## src/rtl/psg_bus_master.sv

```systemverilog
// Single-read system bus master behind the PSG eight-way arbiter; returns one sample per grant.
// Optional abort of stalled cycles after TMO_CYC clk: define PSG_BUSMST_TIMEOUT_EN.
module psg_bus_master #(
   parameter int AW      = 24,
   parameter int DW      = 16,
   parameter int TMO_CYC = 255
) (
   input  logic            clk,
   input  logic            rst,
   input  logic [7:0]      req,
   input  logic [7:0]      sel,
   input  logic [2:0]      seln,
   input  logic [8*AW-1:0] ch_adr,
   output logic            arb_ack,
   output logic            m_cyc,
   output logic            m_stb,
   output logic            m_we,
   output logic [AW-1:0]   m_adr,
   input  logic            m_ack,
   input  logic [DW-1:0]   m_dat,
   output logic [DW-1:0]   ch_dat,
   output logic [7:0]      ch_done,
   output logic [7:0]      ch_err
);

   typedef enum logic [1:0] {IDLE, BUS, DONE} state_t;

   state_t        state, state_nx;
   logic [2:0]    cur, cur_nx;
   logic [AW-1:0] adr_nx;
   logic          cyc_nx, arb_ack_nx;
   logic [DW-1:0] dat_nx;
   logic [7:0]    done_nx;
   logic          start;

`ifdef PSG_BUSMST_TIMEOUT_EN
   logic [7:0] wcnt, wcnt_nx;
   logic [7:0] err_nx;
   logic       tmo;
   // wcnt counts completed BUS clocks; the TMO_CYC-th BUS clock ends the cycle
   assign tmo = (wcnt == 8'(TMO_CYC - 1));
`endif

   assign start = (|sel) && req[seln];
   assign m_stb = m_cyc;
   assign m_we  = 1'b0;

   always_comb begin
      state_nx   = state;
      cur_nx     = cur;
      adr_nx     = m_adr;
      cyc_nx     = m_cyc;
      arb_ack_nx = arb_ack;
      dat_nx     = ch_dat;
      done_nx    = 8'd0;
`ifdef PSG_BUSMST_TIMEOUT_EN
      wcnt_nx    = wcnt;
      err_nx     = 8'd0;
`endif
      case (state)
         IDLE: begin
            arb_ack_nx = 1'b1;
`ifdef PSG_BUSMST_TIMEOUT_EN
            wcnt_nx    = 8'd0;
`endif
            if (start) begin
               cur_nx     = seln;
               adr_nx     = ch_adr[seln*AW +: AW];
               cyc_nx     = 1'b1;
               arb_ack_nx = 1'b0;
               state_nx   = BUS;
            end
         end
         BUS: begin
            if (m_ack) begin
               dat_nx   = m_dat;
               done_nx  = 8'd1 << cur;
               cyc_nx   = 1'b0;
               state_nx = DONE;
            end
`ifdef PSG_BUSMST_TIMEOUT_EN
            else if (tmo) begin
               err_nx   = 8'd1 << cur;
               cyc_nx   = 1'b0;
               state_nx = DONE;
            end
            wcnt_nx = wcnt + 8'd1;
`endif
         end
         DONE: begin
            // arb_ack held low one extra clk so the serviced channel can drop req
            arb_ack_nx = 1'b1;
            state_nx   = IDLE;
         end
         default: state_nx = IDLE;
      endcase
   end

   always_ff @(posedge clk) begin
      if (rst) begin
         state   <= IDLE;
         cur     <= 3'd0;
         m_adr   <= '0;
         m_cyc   <= 1'b0;
         arb_ack <= 1'b1;
         ch_dat  <= '0;
         ch_done <= 8'd0;
      end else begin
         state   <= state_nx;
         cur     <= cur_nx;
         m_adr   <= adr_nx;
         m_cyc   <= cyc_nx;
         arb_ack <= arb_ack_nx;
         ch_dat  <= dat_nx;
         ch_done <= done_nx;
      end
   end

`ifdef PSG_BUSMST_TIMEOUT_EN
   always_ff @(posedge clk) begin
      if (rst) begin
         wcnt   <= 8'd0;
         ch_err <= 8'd0;
      end else begin
         wcnt   <= wcnt_nx;
         ch_err <= err_nx;
      end
   end
`else
   assign ch_err = 8'd0;
`endif

endmodule

```

## config.mk

```make
export PLATFORM = sky130hd
export DESIGN_NAME = psg_bus_master
export DESIGN_NICKNAME = d
export VERILOG_FILES = /design/src/rtl/psg_bus_master.sv
export SDC_FILE = /design/constraint.sdc
export NUM_CORES = 1
export LEC_CHECK = 0
export ABC_AREA = 1
export CORE_MARGIN = 10
export CORE_UTILIZATION = 38
export DETAILED_ROUTE_END_ITERATION = 10
export PLACE_DENSITY_LB_ADDON = 0.05
export RECOVER_POWER = 50
export SLEW_MARGIN = 20
export SYNTH_ARGS = -nofsm -noshare
export SYNTH_HDL_FRONTEND = slang
export SYNTH_SLANG_ARGS = --single-unit
```

## constraint.sdc

```tcl
create_clock -name clk -period 3.3 [get_ports clk]
set_input_delay 0.66 -clock clk [delete_from_list [all_inputs] [get_ports clk]]
set_output_delay 0.66 -clock clk [all_outputs]
set_load 0.05 [all_outputs]
```

==> impl_metrics.json, run 1 <==
{
  "cts-root-buf": "clkbuf_8",
  "final_hold_viol_count": 0,
  "crit_slowest_cell": "clkbuf_2",
  "firstDrtPassIters": 5,
  "seq_power_share_pct": 34.4,
  "critPathArrivalTime_ns": 2.67,
  "grt_max_degree": 79,
  "die_w_um": 121,
  "cp-end-kind": "register",
  "p_int_mw": 1.39,
  "dieArea_mm2": 0.0147,
  "post-route-cell-area_mm2": 0.00676,
  "syn_to_final_growth_pct": 73.3,
  "ctsResizeCount": 0,
  "cts-buffers-inserted": 5,
  "power_switching_mw": 0.809,
  "cts_tree": "done",
  "hold_path_class": "reg2reg",
  "dp_hpwl_mm": 14.5,
  "p_leak_nw": 3.11,
  "yosys_warnings": 0,
  "clock-sinks": 55,
  "clkPwrFrac_pct": 19.7,
  "routedWlPerCell_um": 16.6,
  "avgSynthCellArea_um2": 5.48,
  "gp_congestion": 0.901,
  "vdd_drop_max_uv": 253,
  "grt_pass1_wl_mm": 27.7,
  "first_iter_violations": 452,
  "placed_area_mm2": 0.00665,
  "ant_nets": 0,
  "die_y_um": 121,
  "syn_area_mm2": 0.00390,
  "globalRouteTotalUtil_pct": 23.4,
  "io_buffers": 280,
  "critPathTopFamily": "buffers and inverters",
  "synth_ff_type": "dfxtp_1",
  "drcViolationCount": 0,
  "wirelength_mm": 18.1,
  "skew_ns": 0.00667,
  "timing.final.crit_share_pct": 75.1,
  "synth_edf_count": 0,
  "netlist_instances": 712,
  "power.density_mw_per_mm2": 326,
  "viasPerCell": 4.86,
  "critPathRequiredTime_ns": 3.50,
  "period_minus_slack_ns": 2.48,
  "ios": 290,
  "cp_cell_sequence": "buf_2 > buf_4 > nand3_1 > nand3_1 > nand3_2 > clkbuf_2 > nor2_1 > nor2_1",
  "fin_nets": 1188,
  "cap_violations": 0,
  "cts_hold_buf": 0,
  "setup_viol": 0,
  "postSynth.asyncResetShare_pct": 0,
  "startpoint_type": "primary input",
  "final_cell_mix": "nand2_1, clkdlybuf4s50_1, nand3_1, nor2_1, dfxtp_1",
  "hold-worst-slack_ns": 0.466,
  "path_class": "in2reg",
  "antenna_found_initial": 0,
  "cts_htree_levels": 2,
  "p_comb_share_pct": 45.9,
  "clk_path_buf_depth": 2,
  "fmax_ghz": 0.404,
  "dr_total_vias": 5305,
  "switching_share_pct": 36.8,
  "final_common_cell": "nand2_1",
  "clock_latency_ns": 0.30,
  "fin_tns_setup_ns": 0,
  "max_slew_margin_pct": 34.4,
  "ys_ff_latch": 55,
  "cp_max_fo": 56,
  "initial_core_util_pct": 39.5,
  "drive_gt1_share_pct": 2.40,
  "clkTransAtPathRegs_ns": 0.10,
  "slowest_delay_ns": 0.56,
  "yosysSeqAreaShare_pct": 28.2,
  "post_cts_buffers": 0,
  "core_mm2": 0.00986,
  "ys_types": 18,
  "path_buf_inv": 3,
  "rsz0062_at_grt": "false",
  "drv_slew": 0,
  "grt_overflow": 0,
  "diodes": 0,
  "status": "completed",
  "std_cell_rows": 36,
  "worst_slew_pin_slew_ns": 0.984,
  "grt_pass1_vias": 5166
}
[per-stage QoR]
stage / utilization [%] / std cells / power, mW / setup WS (ns)
after floorplan: - / 720 / 1.35 / 1.64
after CTS: 68.5 / 1091 / 2.23 / 1.12
final: 68.5 / 1091 / 2.20 / 0.823
after global placement: 67.5 / 1084 / 1.78 / 0.888
after global routing: 68.5 / 1091 / 2.34 / 0.617
after detailed placement: 67.5 / 1084 / 1.80 / 0.811
[path summary, 6_finish.rpt]
check	cells after the start	startpoint	slack, ns	to
hold / removal	2	ch_dat[7]	0.47	ch_dat[7]
setup reg to reg	6	state[1]	1.34	m_adr[19]
setup / recovery	8	seln[1]	0.82	m_adr[19]
hold reg to reg	2	ch_dat[7]	0.47	ch_dat[7]
[logic make-up after synthesis]
kind of cell / count (synthesis) / share of synthesized area [%]
buf+inv: 97 / 11.9
other cells: 1 / 0.0962
flops: 55 / 28.2
compound gates: 20 / 2.57
simple gates: 539 / 57.2
[worst min-delay path, delay by kind of cell, from the launching register on]
kind	cells	cell delay, ns
and+or+nand+nor	1	0.06
DFF	1	0.32
AOI/OAI and AO/OA	1	0.05
[power groups by stage]
stage | clock network (mW) | logic [mW] | registers (mW)
2_1_floorplan | 0 | 0.387 | 0.959
3_3_place_gp | 0 | 1.01 | 0.771
3_5_place_dp | 0 | 1.02 | 0.774
4_1_cts | 0.440 | 1.03 | 0.759
5_1_grt | 0.478 | 1.10 | 0.766
6_report | 0.433 | 1.01 | 0.757
[synthesized netlist by cell type (2+ instances only)]
cell,count,area share (%)
nand2_1,319,31
nand3_1,150,19
nor2_1,60,5.8
dfxtp_1,55,28
inv_1,35,3.4
buf_2,23,3.0
a21oi_1,19,2.4
clkbuf_1,18,1.7
buf_4,15,2.9
nor3_1,8,1.0
buf_6,2,0.58
inv_2,2,0.19
[sequential cells by signal, indices dropped and copies added, names as in the netlist]
| signal | flops |
|---|---|
| arb_ack | 1 |
| cur | 3 |
| m_cyc | 1 |
| ch_done | 8 |
| state | 2 |
| m_adr | 24 |
| ch_dat | 16 |
[metal layers]
layer	wire [um]	GRT usage, %
met5	0	0
met4	234	3.95
met3	1590	7.96
met2	9570	44.0
met1	6680	24.8
[final cells by class]
class | count | area [um2]
clock buffers | 5 | 68.8
clock inverters | 2 | 37.5
fillers | 861 | 3110
inverters | 38 | 143
multi-input cells | 568 | 2360
flip-flops and latches | 55 | 1100
well taps | 133 | 166
repair buffers | 290 | 2880
Power figures use the tool's default switching activity.
==> run 2: changes to the inputs <==
--- a/config.mk
+++ b/config.mk
@@ -7,7 +7,7 @@
 export LEC_CHECK = 0
 export ABC_AREA = 1
 export CORE_MARGIN = 10
-export CORE_UTILIZATION = 38
+export CORE_UTILIZATION = 31
 export DETAILED_ROUTE_END_ITERATION = 10
 export PLACE_DENSITY_LB_ADDON = 0.05
 export RECOVER_POWER = 50
==> constraint.sdc (replaced) <==
create_clock -name clk -period 2.25 [get_ports clk]
set_input_delay 0.45 -clock clk [delete_from_list [all_inputs] [get_ports clk]]
set_output_delay 0.45 -clock clk [all_outputs]
set_load 0.05 [all_outputs]
==> impl_metrics.json, run 2 (same netlist as run 1, synthesis figures left out) <==
{
  "wirelength_mm": 18.3,
  "reg_top3": "m_adr x24, ch_dat x16, ch_done x8",
  "regMostFlops": "m_adr",
  "rsz0062_at_grt": "false",
  "grt_overflow": 0,
  "clk_path_buf_depth": 2,
  "cp.depth": 1,
  "timing.final.crit_share_pct": 86.2,
  "grt_max_degree": 98,
  "path_buf_inv": 1,
  "status": "completed",
  "die_y_um": 132,
  "skew_ns": 0.00558,
  "cts-buffers-inserted": 5,
  "clkTransAtPathRegs_ns": 0.07,
  "std_cell_rows": 40,
  "path_class": "reg2out",
  "hold_path_class": "reg2reg",
  "cts-root-buf": "clkbuf_16",
  "r2r_end": "cur[1]",
  "drive_gt1_share_pct": 2.80,
  "fin_cells": 1133,
  "dieArea_mm2": 0.0175,
  "setup_viol": 0,
  "rrSetupSlack_ns": 0.58,
  "dp_hpwl_mm": 14.9,
  "critPathArrivalTime_ns": 1.49,
  "final_hold_viol_count": 0,
  "grt_pass1_wl_mm": 28.7,
  "clock_latency_ns": 0.29,
  "ios": 290,
  "cap_violations": 0,
  "io_buffers": 280,
  "endpoint": "m_adr[3]",
  "initial_core_util_pct": 32.1,
  "core_mm2": 0.0122,
  "startpoint": "m_adr[3]",
  "final_cell_mix": "nand2_1, clkdlybuf4s50_1, nand3_1, nor2_1, dfxtp_1",
  "dr_total_vias": 5334,
  "final_common_cell": "nand2_1",
  "critPathTopFamily": "buffers and inverters",
  "period_minus_slack_ns": 1.94,
  "crit_slowest_cell": "clkdlybuf4s50_1",
  "power.density_mw_per_mm2": 507,
  "fin_nets": 1193,
  "ant_nets": 0,
  "rr_worst_depth": 6,
  "largest_reg_flops": 24,
  "syn_to_final_growth_pct": 78.0,
  "viasPerCell": 4.71,
  "ctsResizeCount": 0,
  "die_w_um": 132,
  "cts_htree_levels": 2,
  "clock-sinks": 55,
  "cp_max_fo": 2,
  "gp_congestion": 0.849,
  "post_cts_buffers": 0,
  "cts_hold_buf": 0,
  "dp_cells": 1124,
  "drcViolationCount": 0,
  "fmax_ghz": 0.516,
  "cp_cell_sequence": "clkdlybuf4s50_1",
  "startpoint_type": "register",
  "timing.rr.start": "state[1]",
  "cts_tree": "done",
  "grt_pass1_vias": 5364,
  "globalRouteTotalUtil_pct": 20.0,
  "routedWlPerCell_um": 16.2,
  "vdd_drop_max_uv": 317,
  "antenna_found_initial": 1,
  "drv_slew": 0,
  "firstDrtPassIters": 5,
  "cp-end-kind": "output port",
  "first_iter_violations": 348,
  "p_leak_nw": 3.07,
  "fin_tns_setup_ns": 0,
  "critPathRequiredTime_ns": 1.80,
  "slowest_delay_ns": 0.84,
  "worst_slew_pin_slew_ns": 0.605,
  "max_slew_margin_pct": 59.6
}
run 2: layer usage:
layer  GRT usage [%]  wire length (um)
met1            20.6              6710
met2            37.7              9690
met3            6.63              1560
met4            5.19               382
met5               0                 0
run 2: cell type report:
class                      instances  area [um2]
fill                            1212        5220
timing repair buffer             295        2950
multi-input combinational        568        2360
sequential                        55        1100
tap                              168         210
inverter                          38         143
clock buffer                       5         125
clock inverter                     3        46.3
antenna                            1        2.50
run 2: metrics by stage:
step / power, mW / hold slack, ns / setup slack [ns] / instance area [um2] / util (%)
after floorplan: 1.97 / 0.452 / 0.796 / 3930 / -
after global placement: 2.65 / 0.452 / 0.356 / 6770 / 55.7
after detailed placement: 2.67 / 0.454 / 0.338 / 6770 / 55.7
after CTS: 3.56 / 0.469 / 0.294 / 6940 / 57.1
after global routing: 3.74 / 0.487 / 0.159 / 6940 / 57.0
final: 3.52 / 0.466 / 0.311 / 6940 / 57.0
run 2: how the worst min path moves through the flow:
stage,from,end,slack [ns],depth (start not counted)
final,ch_dat[13],ch_dat[13],0.47,2
after global routing,ch_dat[14],ch_dat[14],0.49,2
after CTS,ch_dat[9],ch_dat[9],0.47,2
after detailed placement,ch_dat[7],ch_dat[7],0.45,2
after global placement,ch_dat[1],ch_dat[1],0.45,2
after floorplan,cur[2],cur[2],0.45,2
run 2: where the power goes:
part / leakage (nW) / total [mW] / internal [mW] / switching (mW)
registers: 0.452 / 1.11 / 1.06 / 0.0509
logic: 2.54 / 1.52 / 0.689 / 0.831
clock network: 0.0804 / 0.885 / 0.529 / 0.355
total: 3.07 / 3.52 / 2.28 / 1.24
==> run 3: changes to the inputs <==
--- a/config.mk
+++ b/config.mk
@@ -8,6 +8,7 @@
 export ABC_AREA = 1
 export CORE_MARGIN = 10
 export CORE_UTILIZATION = 31
+export CTS_CLUSTER_SIZE = 30
 export DETAILED_ROUTE_END_ITERATION = 10
 export PLACE_DENSITY_LB_ADDON = 0.05
 export RECOVER_POWER = 50
==> results of run 3 <==
Same layout as run 2: the final DEF is identical, and so are final timing and power.
